<file path="src/rtl/id_ex_stage.sv">
// id_ex_stage: ID/EX pipeline register with ALU control decode and MEM/WB operand forwarding
module id_ex_stage #(
    parameter int DATA_W = 16,
    parameter int REG_AW = 3
) (
    input  logic              clock,
    input  logic              reset,
    input  logic              stall,
    input  logic              flush,
    input  logic              id_valid,
    input  logic [DATA_W-1:0] id_rs_data,
    input  logic [DATA_W-1:0] id_rt_data,
    input  logic [DATA_W-1:0] id_imm,
    input  logic [REG_AW-1:0] id_rs,
    input  logic [REG_AW-1:0] id_rt,
    input  logic [REG_AW-1:0] id_rd,
    input  logic [1:0]        id_alu_op,
    input  logic [2:0]        id_funct,
    input  logic              id_alu_src,
    input  logic [3:0]        id_ctrl,
    input  logic              mem_reg_write,
    input  logic              wb_reg_write,
    input  logic [REG_AW-1:0] mem_rd,
    input  logic [REG_AW-1:0] wb_rd,
    input  logic [DATA_W-1:0] mem_result,
    input  logic [DATA_W-1:0] wb_result,
    output logic [DATA_W-1:0] input1,
    output logic [DATA_W-1:0] input2,
    output logic [2:0]        ALUControl,
    output logic [DATA_W-1:0] ex_store_data,
    output logic [REG_AW-1:0] ex_rd,
    output logic [3:0]        ex_ctrl,
    output logic              ex_valid,
    output logic              ex_illegal,
    output logic [1:0]        fwd_a,
    output logic [1:0]        fwd_b
);
    logic              valid_q, valid_d;
    logic [3:0]        ctrl_q, ctrl_d;
    logic [2:0]        aluc_q, aluc_d;
    logic [REG_AW-1:0] rd_q, rd_d, rs_q, rs_d, rt_q, rt_d;
    logic              illegal_q, illegal_d;
    logic              alu_src_q, alu_src_d;
    logic [DATA_W-1:0] rs_data_q, rs_data_d, rt_data_q, rt_data_d, imm_q, imm_d;
    logic [DATA_W-1:0] op_a, op_b;
    logic              legal;
    logic [2:0]        dec_aluc;

    // MEM beats WB; r0 and bubbles never forward
    always_comb begin
        fwd_a = !valid_q || rs_q == '0 ? 2'b00 :
                mem_reg_write && mem_rd == rs_q ? 2'b10 :
                wb_reg_write && wb_rd == rs_q ? 2'b01 : 2'b00;
        fwd_b = !valid_q || rt_q == '0 ? 2'b00 :
                mem_reg_write && mem_rd == rt_q ? 2'b10 :
                wb_reg_write && wb_rd == rt_q ? 2'b01 : 2'b00;
        op_a = fwd_a == 2'b10 ? mem_result : fwd_a == 2'b01 ? wb_result : rs_data_q;
        op_b = fwd_b == 2'b10 ? mem_result : fwd_b == 2'b01 ? wb_result : rt_data_q;
        input1 = op_a;
        input2 = alu_src_q ? imm_q : op_b;
        ex_store_data = op_b;
    end

    // ALU opcode decode of the incoming ID instruction; R-type funct 101-111 is unsupported
    always_comb begin
        legal = id_alu_op != 2'b10 || id_funct <= 3'd4;
        dec_aluc = id_alu_op == 2'b00 ? 3'b010 :
                   id_alu_op == 2'b01 ? 3'b011 :
                   id_alu_op == 2'b11 ? 3'b001 :
                   legal ? id_funct : 3'b000;
    end

    // next EX state: flush or empty ID loads a bubble, stall holds but refreshes operand data
    always_comb begin
        valid_d   = valid_q;
        ctrl_d    = ctrl_q;
        aluc_d    = aluc_q;
        rd_d      = rd_q;
        rs_d      = rs_q;
        rt_d      = rt_q;
        illegal_d = illegal_q;
        alu_src_d = alu_src_q;
        rs_data_d = rs_data_q;
        rt_data_d = rt_data_q;
        imm_d     = imm_q;
        if (flush || (!stall && !id_valid)) begin
            valid_d   = 1'b0;
            ctrl_d    = '0;
            aluc_d    = '0;
            rd_d      = '0;
            rs_d      = '0;
            rt_d      = '0;
            illegal_d = 1'b0;
            alu_src_d = 1'b0;
            rs_data_d = '0;
            rt_data_d = '0;
            imm_d     = '0;
        end else if (stall) begin
            rs_data_d = op_a;
            rt_data_d = op_b;
        end else begin
            valid_d   = 1'b1;
            ctrl_d    = legal ? id_ctrl : 4'b0000;
            aluc_d    = dec_aluc;
            rd_d      = id_rd;
            rs_d      = id_rs;
            rt_d      = id_rt;
            illegal_d = !legal;
            alu_src_d = id_alu_src;
            rs_data_d = id_rs_data;
            rt_data_d = id_rt_data;
            imm_d     = id_imm;
        end
    end

    // EX register bank, cleared immediately on reset
    always_ff @(posedge clock or posedge reset) begin
        if (reset) begin
            valid_q   <= 1'b0;
            ctrl_q    <= '0;
            aluc_q    <= '0;
            rd_q      <= '0;
            rs_q      <= '0;
            rt_q      <= '0;
            illegal_q <= 1'b0;
            alu_src_q <= 1'b0;
            rs_data_q <= '0;
            rt_data_q <= '0;
            imm_q     <= '0;
        end else begin
            valid_q   <= valid_d;
            ctrl_q    <= ctrl_d;
            aluc_q    <= aluc_d;
            rd_q      <= rd_d;
            rs_q      <= rs_d;
            rt_q      <= rt_d;
            illegal_q <= illegal_d;
            alu_src_q <= alu_src_d;
            rs_data_q <= rs_data_d;
            rt_data_q <= rt_data_d;
            imm_q     <= imm_d;
        end
    end

    assign ALUControl = aluc_q;
    assign ex_rd      = rd_q;
    assign ex_ctrl    = ctrl_q;
    assign ex_valid   = valid_q;
    assign ex_illegal = illegal_q;
endmodule

</file>
<file path="config.mk">
export PLATFORM = sky130hd
export DESIGN_NAME = id_ex_stage
export DESIGN_NICKNAME = d
export VERILOG_FILES = /design/src/rtl/id_ex_stage.sv
export SDC_FILE = /design/constraint.sdc
export NUM_CORES = 1
export LEC_CHECK = 0
export CAP_MARGIN = 20
export CORE_UTILIZATION = 37
export CTS_CLUSTER_DIAMETER = 40
export DETAILED_ROUTE_END_ITERATION = 16
export PLACE_DENSITY = 0.87
export SKIP_CTS_REPAIR_TIMING = 1
export SLEW_MARGIN = 0
export SYNTH_ARGS = -nofsm -noshare
export SYNTH_HDL_FRONTEND = slang
export SYNTH_SLANG_ARGS = --single-unit
</file>
<file path="constraint.sdc">
create_clock -name clock -period 2.2 [get_ports clock]
set_input_delay 0.44 -clock clock [delete_from_list [all_inputs] [get_ports clock]]
set_output_delay 0.44 -clock clock [all_outputs]
set_load 0.1 [all_outputs]
</file>
# After elaboration in Yosys (flattened, before gate mapping)
# Cells that the tools add are included.
totals:
  register_bits: 67
  inputBits: 112
  out_inout_bits: 64
  word_cells: 78
classes:
  n_lt_le_gt_ge: 1
  eq_ne: 12
  muxes: 38
  n_reduce_logical: 16
op_table:
  columns: ["operator", "count"]
  rows:
  - ["two-way mux 16 bit", 11]
  - ["two-way mux 3 bit", 12]
  - ["== test 3 bit", 4]
  - ["two-way mux 4 bit", 3]
  - ["two-way mux 1 bit", 8]
  - ["two-way mux 2 bit", 4]
  - ["== test 2 x 1 -> 1 bit (second input constant)", 3]
  - ["== test 2 bit (second input constant)", 3]
  - ["logical NOT 3 bit", 2]
  - ["logical AND 1 bit", 5]
  - ["logical NOT 1 bit", 4]
  - ["logical OR 1 bit", 4]
  - ["less-or-equal comparator 3 bit (second input constant)", 1]
  - ["logical NOT 2 bit", 1]
  - ["inequality test 2 x 1 -> 1 bit (second input constant)", 1]
  - ["inequality test 2 bit (second input constant)", 1]

# Logic depth before layout (Yosys ltp)
# Gate-level depths: netlist of the first run.
depth:
  depth_word: 10
  depth_mapped: 8

# Worst setup path after synthesis of the first run
# No wires, ideal clock.
synth_path:
  kind: "reg2out"
  startpoint: "register valid_q, in the netlist ex_valid"
  endpoint: "output input2[10]"
  arrival_ns: 3.654
  slack_ns: -1.894
  path_stages_with_launch: 7
  path_cell_list: "dfrtp_1 -> o31a_1 -> and3b_1 -> buf_2 -> buf_4 -> a221oi_2 -> mux2i_1"
synth_via:
  elab_chain_cells: 7
synth_rtl:
  columns: ["element", "line_no", "source"]
  rows:
  - ["from (decl)", "38", "logic valid_q, valid_d;"]
  - ["from (signal assigned)", "131", "valid_q <= valid_d;"]
  - ["logical NOT 1 bit *", "54", "fwd_b = !valid_q || rt_q == '0 ? 2'b00 :"]
  - ["logical OR 1 bit *", "54", null]
  - ["two-way mux 2 bit *", "54", null]
  - ["named net fwd_b[0]", "36", "output logic [1:0] fwd_b"]
  - ["== test 2 x 1 -> 1 bit", "58", "op_b = fwd_b == 2'b10 ? mem_result : fwd_b == 2'b01 ? wb_result : rt_data_q;"]
  - ["two-way mux 16 bit", "58", null]
  - ["two-way mux 16 bit *", "58", null]
  - ["two-way mux 16 bit *", "60", "input2 = alu_src_q ? imm_q : op_b;"]
  - ["to (decl)", "28", "output logic [DATA_W-1:0] input2,"]
# The timed path passes the listed nets; every way through them passes the cells marked *.

# Final worst setup path of the first run
layout_path:
  startpoint: "register rt_q[0]"
  endpoint: "output input2[4]"
layout_via:
  elab_chain_cells: 9
layout_rtl:
  columns: ["element", "line_no", "source"]
  rows:
  - ["from (decl)", "41", "logic [REG_AW-1:0] rd_q, rd_d, rs_q, rs_d, rt_q, rt_d;"]
  - ["from (signal assigned)", "136", "rt_q <= rt_d;"]
  - ["== test 3 bit", "56", "wb_reg_write && wb_rd == rt_q ? 2'b01 : 2'b00;"]
  - ["logical AND 1 bit", "56", null]
  - ["two-way mux 1 bit", "56", null]
  - ["two-way mux 2 bit", "55", "mem_reg_write && mem_rd == rt_q ? 2'b10 :"]
  - ["two-way mux 2 bit *", "54", null]
  - ["== test 2 x 1 -> 1 bit", "58", null]
  - ["two-way mux 16 bit", "58", null]
  - ["two-way mux 16 bit *", "58", null]
  - ["two-way mux 16 bit *", "60", null]
# Mark *: on every way between the ends. The rest lies on a longest branch, timed or not.

==> run summary, run 1 <==
status = finished with violations
failing checks = setup timing
H-tree Lvls = 3
Worst Skew = 0.008392 ns
Core Rows = 35
Ys Warns = 0
dpl ws = -0.8690 ns
clock buffer depth = 2
Die Height = 100.2 um
Cell Area, Placed = 6730 um^2
Syn Nets = 471
Clk Latency, worst-skew pair = 0.33 ns
total power = 3.356 mW
Final nets = 692
Max Freq = 0.3479 GHz
clk sink count = 67
pin count of the biggest net entering global routing = 34
FF+latch area = 1684 um^2
Via Count = 3770
Vias/cell = 5.288
synthesized flop and latch total = 67
diodes inserted = 0
Worst Path Arrival = 2.43 ns
P per Cell Area = 468.9 nW/um^2
Rel. slew slack = 74.63%
core area = 9284 um^2
most frequent cells in the layout = clkdlybuf4s50_1, dfrtp_1, buf_12, buf_4, nand2_1
WL/cell = 19.33 um
RSZ-0062 raised after global routing = yes
remaining global-route overflow = 0
maximum vdd drop = 408.5 uV
Multi-input gate area = 2177 um^2
root buffer cell = clkbuf_8
vias in the first global route = 4089
max-slew violations = 0
Reg clk slew, reported paths = 0.08 ns
global-route usage over all layers = 27.18%
Final ANT Viol Nets = 0
Slew @ Worst Pin = 0.3805 ns
Critical Path Start Type = flop
Lkg Pwr = 3.193 nW
layout cells sized above 1 = 38.36%
CTS tree = built
count of cell types in the netlist = 32
critical path fanouts, max = 7
Crit path required time = 1.76 ns
first-pass GRT wire length = 20890 um
area grow syn2layout = 100.7%
I/O Pins = 176
routability congestion estimate = 0.8934
1st-pass router iterations = 4
Seq/Total Area, Yosys = 47.00%
final worst setup slack = -0.6744 ns
hold crit path type = primary input to asynchronous set/reset pin
mean post-synth cell area = 9.936 um^2
filler cell count = 594
min Tclk post-route = 2.874 ns
worst hold slack = 0.3854 ns
DRC viols = 0
Starting Density = 38.42%
Syn Inst Count = 359
CTS Buf Count = 9
Mapped Area = 3567 um^2
final setup fails = 51
commonest non-fill, non-tap cell in the layout = clkdlybuf4s50_1
WL final = 13780 um
maxcap violations = 0
die area = 10040 um^2
DRT iter0 DRCs = 89
Crit Path Class = flop to output pin
Die W = 100.2 um
I/O Buffers = 175
final instance area = 7158 um^2
Final Hold Fails = 0
Final period util = 130.7%
initial antenna violation count = 0
endpoint class of the critical path = output pin
Detailed Place HPWL = 10190 um
[metal layers]
layer	routed length (um)	track usage, %
met1	5220	30.61
met4	460	12.04
met2	7406	48.74
met5	0	0
met3	694	6.546
[area by class of cell]
class	instances	area share (%)
Clock buffer	12	2.028
Clock inverter	3	0.2098
Inverter	29	1.573
Multi-Input combinational cell	236	30.41
Sequential cell	67	23.53
Tap cell	129	2.255
Timing Repair Buffer	237	39.99
[registers in the layout (all words and copies together), names as in the netlist]
signal and cells:
rs_data_q 16, ex_ctrl 4, imm_q 16, alu_src_q 1
ex_illegal 1, rt_data_q 16, ex_rd 3, rs_q 3
ex_valid 1, rt_q 3, ALUControl 3
[cells in the mapped netlist]
cell type / count / area [um^2]
dfrtp_1: 67 / 1677
nand2_1: 52 / 195.2
a22o_1: 35 / 306.5
o21ai_1: 30 / 150.1
inv_1: 29 / 108.9
clkbuf_1: 20 / 75.07
a221o_1: 18 / 180.2
and3_1: 16 / 100.1
nor3_1: 16 / 80.08
mux2i_1: 14 / 140.1
xnor2_1: 12 / 105.1
a221oi_2: 9 / 135.1
a221oi_1: 5 / 43.79
nor2_1: 4 / 15.01
and3b_1: 3 / 26.28
and4_1: 3 / 26.28
buf_2: 3 / 15.01
buf_6: 3 / 33.78
and2_1: 2 / 12.51
buf_4: 2 / 15.01
mux2_2: 2 / 22.52
nand2b_1: 2 / 12.51
o21ai_2: 2 / 17.52
o31a_1: 2 / 17.52
a21oi_1: 1 / 5.000
a32o_1: 1 / 10.01
and2_4: 1 / 8.760
and4_4: 1 / 11.26
buf_1: 1 / 3.750
nand4_1: 1 / 6.260
nor2b_1: 1 / 6.260
o21ai_0: 1 / 5.000
[per-stage QoR]
step           instances  util, %  setup TNS, ns
2_1_floorplan        359        -         -16.86
3_5_place_dp         686    72.49         -44.93
5_1_grt              713    77.10         -28.89
4_1_cts              701    74.22         -35.92
3_3_place_gp         686    72.49         -40.64
6_report             713    77.10         -25.63
[final timing paths]
check	start	slack [ns]	cells after the start	endpoint
worst max-delay path	rt_q[0]$_DFFE_PP0P_	-0.67	8	input2[4]
worst min-delay path	reset	0.39	2	rt_data_q[12]$_DFF_PP0_
worst max register to register	rt_q[0]$_DFFE_PP0P_	0.17	7	rt_data_q[11]$_DFF_PP0_
worst min register to register	ALUControl[0]$_DFFE_PP0P_	0.49	2	ALUControl[0]$_DFFE_PP0P_
max in group asynchronous	reset	1.33	3	rt_data_q[0]$_DFF_PP0_
min in group clock	ALUControl[0]$_DFFE_PP0P_	0.49	2	ALUControl[0]$_DFFE_PP0P_
[where the power goes]
part	switching (mW)	internal, mW
clock	0.461	0.430
combinational	0.638	0.520
sequential	0.0302	1.28
[cells by family (layout without fill, tap and decap cells)]
logic type,after synthesis,count (layout),share of synthesized area (%)
AOI/OAI and AO/OA,104,104,24.41
xor gates and xnor gates,12,12,2.946
buffers and inverters,58,281,7.050
DFF,67,67,47.00
muxes,16,16,4.560
and+or+nand+nor,102,104,14.03
[worst max-delay path, stage by stage, from the launching register on]
cell and delay, ns:
dfrtp_2 0.46, xnor2_1 0.26, and4_4 0.29, and3b_2 0.30, clkbuf_16 0.20, a221oi_2 0.07, buf_4 0.15, mux2i_4 0.17
buf_12 0.20
Note: power is estimated with default switching activity, not from simulation.
==> run 2: changes to the inputs <==
- CORE_UTILIZATION: 37 -> 40
- PLACE_DENSITY: 0.87 -> 0.9
- clock period: 2.2 -> 2.9 ns (I/O delays scaled with it)
==> run 2 against run 1 <==
Compared with the run above: the flow still finishes with violations (setup timing); sequential share of layout area grew 1.4 points; sequential power shrank 24%; critical path type unchanged; highest routed layer unchanged; register-to-register slack gained 0.71 ns.
==> run summary, run 2 (synthesized netlist as in run 1, its figures left out) <==
core area = 8678 um^2 (-6.5%)
die area = 9300 um^2 (-7.4%)
Final ANT Viol Nets = 0 (unchanged)
pin count of the biggest net entering global routing = 49 (+44%)
cell chain of the critical path = xnor2_1 -> and4_1 -> and3b_2 -> buf_12 -> a221oi_1 -> buf_4 -> mux2i_4 -> buf_12
Critical Path Start Type = flop
commonest non-fill, non-tap cell in the layout = clkdlybuf4s50_1
worst hold slack = 0.5037 ns (+0.1184 ns)
worst path buffer plus inverter count = 3 (unchanged)
filler cell count = 500 (-16%)
met2 Use GR = 49.17% (+0.44 points)
Die Height = 96.44 um (-3.7%)
layout cells sized above 1 = 32.92% (-5.4 points)
FF-to-FF End = rs_data_q[5]$_DFF_PP0_
initial antenna violation count = 0 (unchanged)
Psw = 0.8466 mW (-25%)
cell mode on critical path = buf_12
endpoint class of the critical path = output pin
Setup TNS = -0.7484 ns (+24.88 ns)
CP max stage delay = 0.44 ns (-0.02 ns)
RSZ-0062 raised after global routing = yes
hold crit path type = flop to flop
M3 GR Usage = 5.477% (-1.1 points)
slowest CP cell = dfrtp_2
Vias/cell = 5.679 (+7.4%)
status = finished with violations
Starting Density = 41.10% (+2.7 points)
Crit path required time = 2.32 ns (+0.56 ns)
P per Cell Area = 385.2 nW/um^2 (-18%)
Die W = 96.44 um (-3.7%)
I/O Pins = 176 (unchanged)
Detailed Place HPWL = 9758 um (-4.3%)
Lkg Pwr = 2.959 nW (-7.4%)
Worst Path Arrival = 2.41 ns (-0.02 ns)
busiest grt layer = met2
CTS tree = built
Max Freq = 0.3340 GHz
maxcap violations = 0 (unchanged)
vias in the first global route = 3900 (-4.6%)
Worst Setup EP = input2[3]
Reg clk slew, reported paths = 0.07 ns (about the same)
final worst setup slack = -0.09407 ns (+0.5803 ns)
root buffer cell = clkbuf_8
DRT iter0 DRCs = 199 (+120%)
maximum vdd drop = 301.0 uV (-26%)
largest registers = imm_q: 16 flops, rs_data_q: 16 flops, rt_data_q: 16 flops
Via Count = 3805 (+0.93%)
failing checks = setup timing
WL final = 13040 um (-5.4%)
Worst path depth = 8 (unchanged)
Core Rows = 34 (-2.9%)
max-slew violations = 0 (unchanged)
Final Hold Fails = 0 (unchanged)
critical path fanouts, max = 8 (+1)
area grow syn2layout = 89.44%
WL/cell = 19.46 um (+0.66%)
Crit Path Class = flop to output pin
final setup fails = 21 (-59%)
clock buffer depth = 2 (unchanged)
worst r2r src = rs_q[0]$_DFFE_PP0P_
DRC viols = 0 (unchanged)
1st-pass router iterations = 5 (+1)
CTS Buf Count = 9 (unchanged)
Clk Latency, worst-skew pair = 0.34 ns (about the same)
Combinational Power Share = 32.2% (-2.3 points)
first-pass GRT wire length = 19490 um (-6.7%)
min Tclk post-route = 2.994 ns
I/O Buffers = 175 (unchanged)
Worst Skew = 0.009668 ns (+0.001276 ns)
Final nets = 669 (-3.3%)
global-route usage over all layers = 28.34% (+1.2 points)
GR Util met1 = 33.43% (+2.8 points)
cells on worst reg2reg path = 7 (unchanged)
remaining global-route overflow = 0 (unchanged)
switch share = 32.52% (-1.1 points)
Slew @ Worst Pin = 0.7144 ns (+0.3340 ns)
sequential power share = 38.3% (-0.7 points)
routability congestion estimate = 0.9171 (+2.7%)
cell family with most CP delay = buffers and inverters
hold path start = ex_illegal$_DFFE_PP0P_
Rel. slew slack = 52.30% (-22 points)
R2R Setup Slk = 0.88 ns (+0.71 ns)
most frequent cells in the layout = clkdlybuf4s50_1, dfrtp_1, buf_12, nand2_1, buf_4
internal power = 1.756 mW (-21%)
Final period util = 103.2%
proportion of power drawn by the clock network = 29.5% (+3.0 points)
CP startpoint = rt_q[0]$_DFFE_PP0P_
clk sink count = 67 (unchanged)
H-tree Lvls = 3 (unchanged)
diodes inserted = 0 (unchanged)
==> run 2: cell types whose count changed in the layout (fill, tap and decap cells not counted), sizes merged, moves of 2 or more <==
cell,delta
and2,-2
buf,-21
clkbuf,+2
clkdlybuf4s50,-2
clkinv,-2
dlymetal6s2s,+2
==> run 2: how the worst min path moves through the flow <==
stage / endpoint / slack, ns / cells past startpoint
after floorplan: imm_q[11]$_DFFE_PP0P_ / 0.47 / 1
after global placement: ALUControl[0]$_DFFE_PP0P_ / 0.47 / 2
after detailed placement: ALUControl[0]$_DFFE_PP0P_ / 0.49 / 2
after CTS: ALUControl[0]$_DFFE_PP0P_ / 0.51 / 2
after global routing: ex_ctrl[1]$_DFFE_PP0P_ / 0.52 / 1
final: ex_illegal$_DFFE_PP0P_ / 0.50 / 2
==> run 2: through the flow <==
stage	setup slack, ns	utilization (%)	total power [mW]	instance area, um^2	std cells
finish	-0.09407	77.87	2.603	6758	670
floorplan	-0.09215	-	1.443	3870	359
global route	-0.2107	77.87	2.693	6758	670
detailed placement	-0.3480	74.09	1.837	6430	651
CTS	-0.3543	76.25	2.597	6618	667
global placement	-0.2966	74.09	1.821	6430	651
==> run 2: power groups by stage <==
stage	registers, mW	logic (mW)	clock network [mW]
global placement	1.01	0.811	0
detailed placement	1.01	0.825	0
global route	0.999	0.871	0.824
CTS	0.995	0.828	0.775
floorplan	1.04	0.400	0
finish	0.996	0.838	0.769
==> run 2: worst reg2reg max path: stages (launching register included) <==
cell and delay, ns:
dfrtp_1 0.45, xnor2_1 0.21, and4_4 0.28, buf_4 0.23, nor3_1 0.09, a221o_1 0.33
buf_4 0.16, a22o_1 0.16
==> run 2: cell type report <==
| cell class | count | area, um^2 | area share (%) |
|---|---|---|---|
| inverters | 29 | 120.1 | 1.777 |
| multi-input cells | 234 | 1971 | 29.16 |
| well taps | 108 | 135.1 | 2.000 |
| clock buffers | 14 | 152.6 | 2.259 |
| clock inverters | 2 | 35.03 | 0.5184 |
| repair buffers | 216 | 2661 | 39.38 |
| flip-flops and latches | 67 | 1683 | 24.90 |
==> run 2: layer usage <==
metal | wire, um | part of all wire, % | up-vias
met3 | 863 | 6.6 | 48
li1 | - | - | 1700
met1 | 5140 | 39 | 1853
met5 | 0 | 0 | -
met2 | 6518 | 50 | 204
met4 | 513 | 3.9 | 0
==> run 3: changes to the inputs <==
- clock period: 2.9 -> 3.2 ns (I/O delays scaled with it)
==> run 3 against run 2 <==
Compared with the run above: the run now ends clean; sequential cell count unchanged; combinational power decreased by 11%; clock power decreased by 11%; global-route usage increased by 0.91 points; final cell count decreased by 0.75%; utilization decreased by 0.59 points; critical path type unchanged; worst setup slack improved by 0.19 ns; non-clock buffer count decreased by 4; count of clock-buffer cells in the layout decreased by 2; die area unchanged; design area decreased by 0.76%.
==> run summary, run 3 (synthesized netlist as in run 1, its figures left out) <==
status = finished, final reports clean
Final Hold Fails = 0 (unchanged)
area grow syn2layout = 88.00%
routability congestion estimate = 0.8905 (-2.9%)
final worst setup slack = 0.09240 ns (+0.1865 ns)
cell family with most CP delay = buffers and inverters
largest registers = imm_q: 16 flops, rs_data_q: 16 flops, rt_data_q: 16 flops
Worst Skew = 0.01695 ns (+0.007287 ns)
Setup TNS = 0 ns (+0.7484 ns)
I/O Buffers = 175 (unchanged)
Detailed Place HPWL = 9630 um (-1.3%)
DRT iter0 DRCs = 166 (-17%)
WL final = 13760 um (+5.6%)
maximum vdd drop = 237.9 uV (-21%)
Critical Path Start Type = flop
commonest non-fill, non-tap cell in the layout = clkdlybuf4s50_1
initial antenna violation count = 0 (unchanged)
Crit Path Class = flop to output pin
diodes inserted = 0 (unchanged)
cell chain of the critical path = xnor2_1 -> and4_4 -> and3b_2 -> buf_6 -> a221oi_2 -> buf_4 -> mux2i_2 -> buf_12
Final nets = 665 (-0.60%)
min Tclk post-route = 3.108 ns
Via Count = 3828 (+0.60%)
critical path fanouts, max = 6 (-2)
Vias/cell = 5.756 (+1.4%)
Core Rows = 34 (unchanged)
cells on worst reg2reg path = 7 (unchanged)
Crit path required time = 2.56 ns (+0.24 ns)
Worst Path Arrival = 2.47 ns (+0.06 ns)
CTS Buf Count = 9 (unchanged)
dpl ws = -0.2766 ns (+0.07133 ns)
hold crit path type = flop to flop
1st-pass router iterations = 4 (-1)
DRC viols = 0 (unchanged)
Worst Hold Path EP = ALUControl[0]$_DFFE_PP0P_
Die W = 96.44 um (unchanged)
Worst Hold Depth = 2 (unchanged)
I/O Pins = 176 (unchanged)
maxcap violations = 0 (unchanged)
first-pass GRT wire length = 20090 um (+3.1%)
WL/cell = 20.70 um (+6.4%)
Layout Cells excl Fill = 665 (-0.75%)
final setup fails = 0 (-100%)
H-tree Lvls = 3 (unchanged)
worst path buffer plus inverter count = 3 (unchanged)
number of instances in the placed design = 646 (-0.77%)
max-slew violations = 0 (unchanged)
global-route usage over all layers = 29.25% (+0.91 points)
Rel. slew slack = 41.49% (-11 points)
clk sink count = 67 (unchanged)
slowest CP cell = dfrtp_1
R2R Setup Slk = 1.05 ns (+0.17 ns)
clock buffer depth = 2 (unchanged)
layout cells sized above 1 = 28.73% (-4.2 points)
CP max stage delay = 0.45 ns (about the same)
root buffer cell = clkbuf_8
hold path start = ALUControl[0]$_DFFE_PP0P_
Max Freq = 0.3218 GHz
endpoint class of the critical path = output pin
pin count of the biggest net entering global routing = 45 (-8.2%)
FF-to-FF End = rt_data_q[4]$_DFF_PP0_
CTS tree = built
worst r2r src = rt_q[0]$_DFFE_PP0P_
most frequent cells in the layout = clkdlybuf4s50_1, dfrtp_1, buf_12, nand2_1, buf_4
P per Cell Area = 348.8 nW/um^2 (-9.4%)
Reg clk slew, reported paths = 0.08 ns (about the same)
remaining global-route overflow = 0 (unchanged)
Final period util = 97.11%
Starting Density = 41.10% (unchanged)
vias in the first global route = 4054 (+3.9%)
Lkg Pwr = 2.974 nW (+0.51%)
Slew @ Worst Pin = 0.8776 ns (+0.1632 ns)
Final ANT Viol Nets = 0 (unchanged)
core area = 8678 um^2 (unchanged)
Clk Latency, worst-skew pair = 0.34 ns (about the same)
die area = 9300 um^2 (unchanged)
Die Height = 96.44 um (unchanged)
==> run 3: cell types whose count changed in the layout (fill, tap and decap cells not counted), moves of 4 or more <==
cell,delta
a221o_1,+8
a221o_2,-8
a221oi_4,+4
buf_4,-5
inv_1,+13
inv_2,-9
mux2i_2,+4
mux2i_4,-4
==> run 3: area by class of cell <==
cell class | instances | area (um^2)
Timing Repair Buffer | 212 | 2635
Fill cell | 550 | 1972
Multi-Input combinational cell | 234 | 1963
Sequential cell | 67 | 1679
Clock buffer | 12 | 145.1
Tap cell | 108 | 135.1
Inverter | 29 | 108.9
Clock inverter | 3 | 40.04
==> run 3: how the worst max path moves through the flow <==
stage | from | end | slack (ns) | depth (start not counted)
final | rt_q[0]$_DFFE_PP0P_ | input2[1] | 0.09 | 8
after global placement | wb_rd[0] | input1[11] | -0.22 | 7
after floorplan | mem_rd[0] | input2[0] | -0.03 | 7
after CTS | wb_rd[0] | input1[12] | -0.29 | 7
after global routing | rt_q[2]$_DFFE_PP0P_ | input2[12] | -0.003 | 7
after detailed placement | wb_rd[0] | input1[12] | -0.28 | 7
==> run 3: per-layer routing <==
metal / track usage [%] / share of wire (%) / up-vias
met4: 11.40 / 3.1 / 0
met1: 33.28 / 37 / 1872
li1: - / - / 1693
met3: 7.199 / 8.0 / 39
met2: 52.66 / 52 / 224
met5: 0 / 0 / -
==> run 3: power by group <==
| group | internal (mW) | switching, mW |
|---|---|---|
| registers | 0.878 | 0.0267 |
| clock network | 0.375 | 0.312 |
| logic | 0.325 | 0.422 |
| total | 1.58 | 0.761 |
==> run 3: worst reg2reg max path, stage by stage, from the launching register on <==
cell	delay (ns)
dfrtp_1	0.45
xnor2_1	0.21
and4_4	0.25
and3b_2	0.30
clkbuf_16	0.21
a221oi_4	0.36
buf_4	0.17
o21ai_1	0.06
==> run 3: per-stage QoR <==
| stage | utilization (%) | hold slack [ns] | power, mW | cell area, um^2 |
|---|---|---|---|---|
| after floorplan | - | 0.4734 | 1.296 | 3726 |
| after global placement | 72.20 | 0.4667 | 1.635 | 6266 |
| after detailed placement | 72.20 | 0.4638 | 1.649 | 6266 |
| after CTS | 74.34 | 0.4913 | 2.328 | 6451 |
| after global routing | 77.28 | 0.5114 | 2.426 | 6706 |
| final | 77.28 | 0.4887 | 2.339 | 6706 |
==> RTL change: new RTL, settings of run 1 <==
`REG_AW`: 3 -> 2.
--- a/src/rtl/id_ex_stage.sv
+++ b/src/rtl/id_ex_stage.sv
@@ -1,7 +1,7 @@
 // id_ex_stage: ID/EX pipeline register with ALU control decode and MEM/WB operand forwarding
 module id_ex_stage #(
     parameter int DATA_W = 16,
-    parameter int REG_AW = 3
+    parameter int REG_AW = 2
 ) (
     input  logic              clock,
     input  logic              reset,
Ports: changed (6 resized); port bits go from 176 to 170. The function was not compared with the original's and may differ.
==> RTL change against run 1 <==
  * The run still ends with setup timing left
  * Routed wire length rose by 4.1%
  * Synthesized area fell by 1.3%
  * Largest cell class unchanged
  * Power rose by 8.5%
  * Worst setup slack improved by 0.040 ns
  * Hold slack improved by 0.12 ns
  * Clock skew fell by 0.0038 ns
  * Sequential power fell by 5%
  * Cell area fell by 1.8%
  * Sequential cell count fell by 3
  * Critical endpoint is now input2[8]
==> RTL change: results (changes against run 1) <==
Worst Hold Slack -> 0.508 ns (+0.123 ns)
GRT Overall Usage -> 26.9% (-0.24 points)
Peak VDD IR -> 578 uV (+42%)
Clock Skews -> 0.00457 ns (-0.00382 ns)
Failing checks -> setup timing
Final WS setup -> -0.634 ns (+0.0405 ns)
Vias per cell -> 5.42 (+2.6%)
Syn_nets -> 453 (-3.8%)
Final Setup Violations -> 52 (+2.0%)
R2R Setup Slk -> -0.04 ns (-0.21 ns)
Cells after Synth -> 346 (-3.6%)
I/O Buffers -> 169 (-3.4%)
Non-Clock Inverter Count -> 51 (+76%)
Unique masters post-synth -> 31 (-3.1%)
Vias in the first global route -> 3765 (-7.9%)
Commonest cells in the netlist -> dfrtp_1 (64), inv_1 (51), a22o_1 (44)
Post-synthesis xor/xnor area fraction -> 1.49% (-1.5 points)
Fraction of area in registers -> 22.9% (-0.66 points)
Drt first pass iters -> 5 (+1)
Leak -> 3.32 nW (+4.0%)
First-pass GRT wire length -> 20.5 mm (-1.9%)
Fillers -> 559 (-5.9%)
Max FO, Critical Path -> 17 (+10)
Relative slew slack -> 61.0% (-14 points)
Reported clock group power -> 0.00127 W (+43%)
WL per Instance -> 20.6 um (+6.3%)
CP arrival -> 2.39 ns (-0.04 ns)
# clk buffers -> 10 (-2)
Status -> finished with violations
Placed cells -> 667 (-2.8%)
HPWL after detailed placement -> 10.1 mm (-1.2%)
Total power -> 0.00364 W (+8.5%)
Largest net degree at the start of global routing -> 48 (+41%)
[RTL change: cell count changes after synthesis, moves of 15 or more]
cell,run 1,this run
inv_1,29,51
a222oi_1,0,16
o21ai_0,1,18
o21ai_1,30,1
o32ai_1,0,16
and3_1,16,1
nor3_1,16,0
a221o_1,18,0
[RTL change: worst paths after layout]
path	startpoint	endpoint	depth (start not counted)
hold / removal	reset	imm_q[4]	3
min in group clock	imm_q[14]	imm_q[14]	1
setup / recovery	rt_q[0]	input2[8]	7
max in group asynchronous	reset	rs_data_q[12]	3
setup reg to reg	rs_q[1]	rs_data_q[4]	8
hold reg to reg	imm_q[14]	imm_q[14]	1
[RTL change: metal layers]
metal / part of all wire (%) / track usage [%] / up-vias
met3: 7.9 / 6.18 / 27
met5: 0 / 0 / -
met2: 50 / 44.5 / 211
met1: 40 / 34.8 / 1837
li1: - / - / 1710
met4: 2.4 / 9.28 / 0
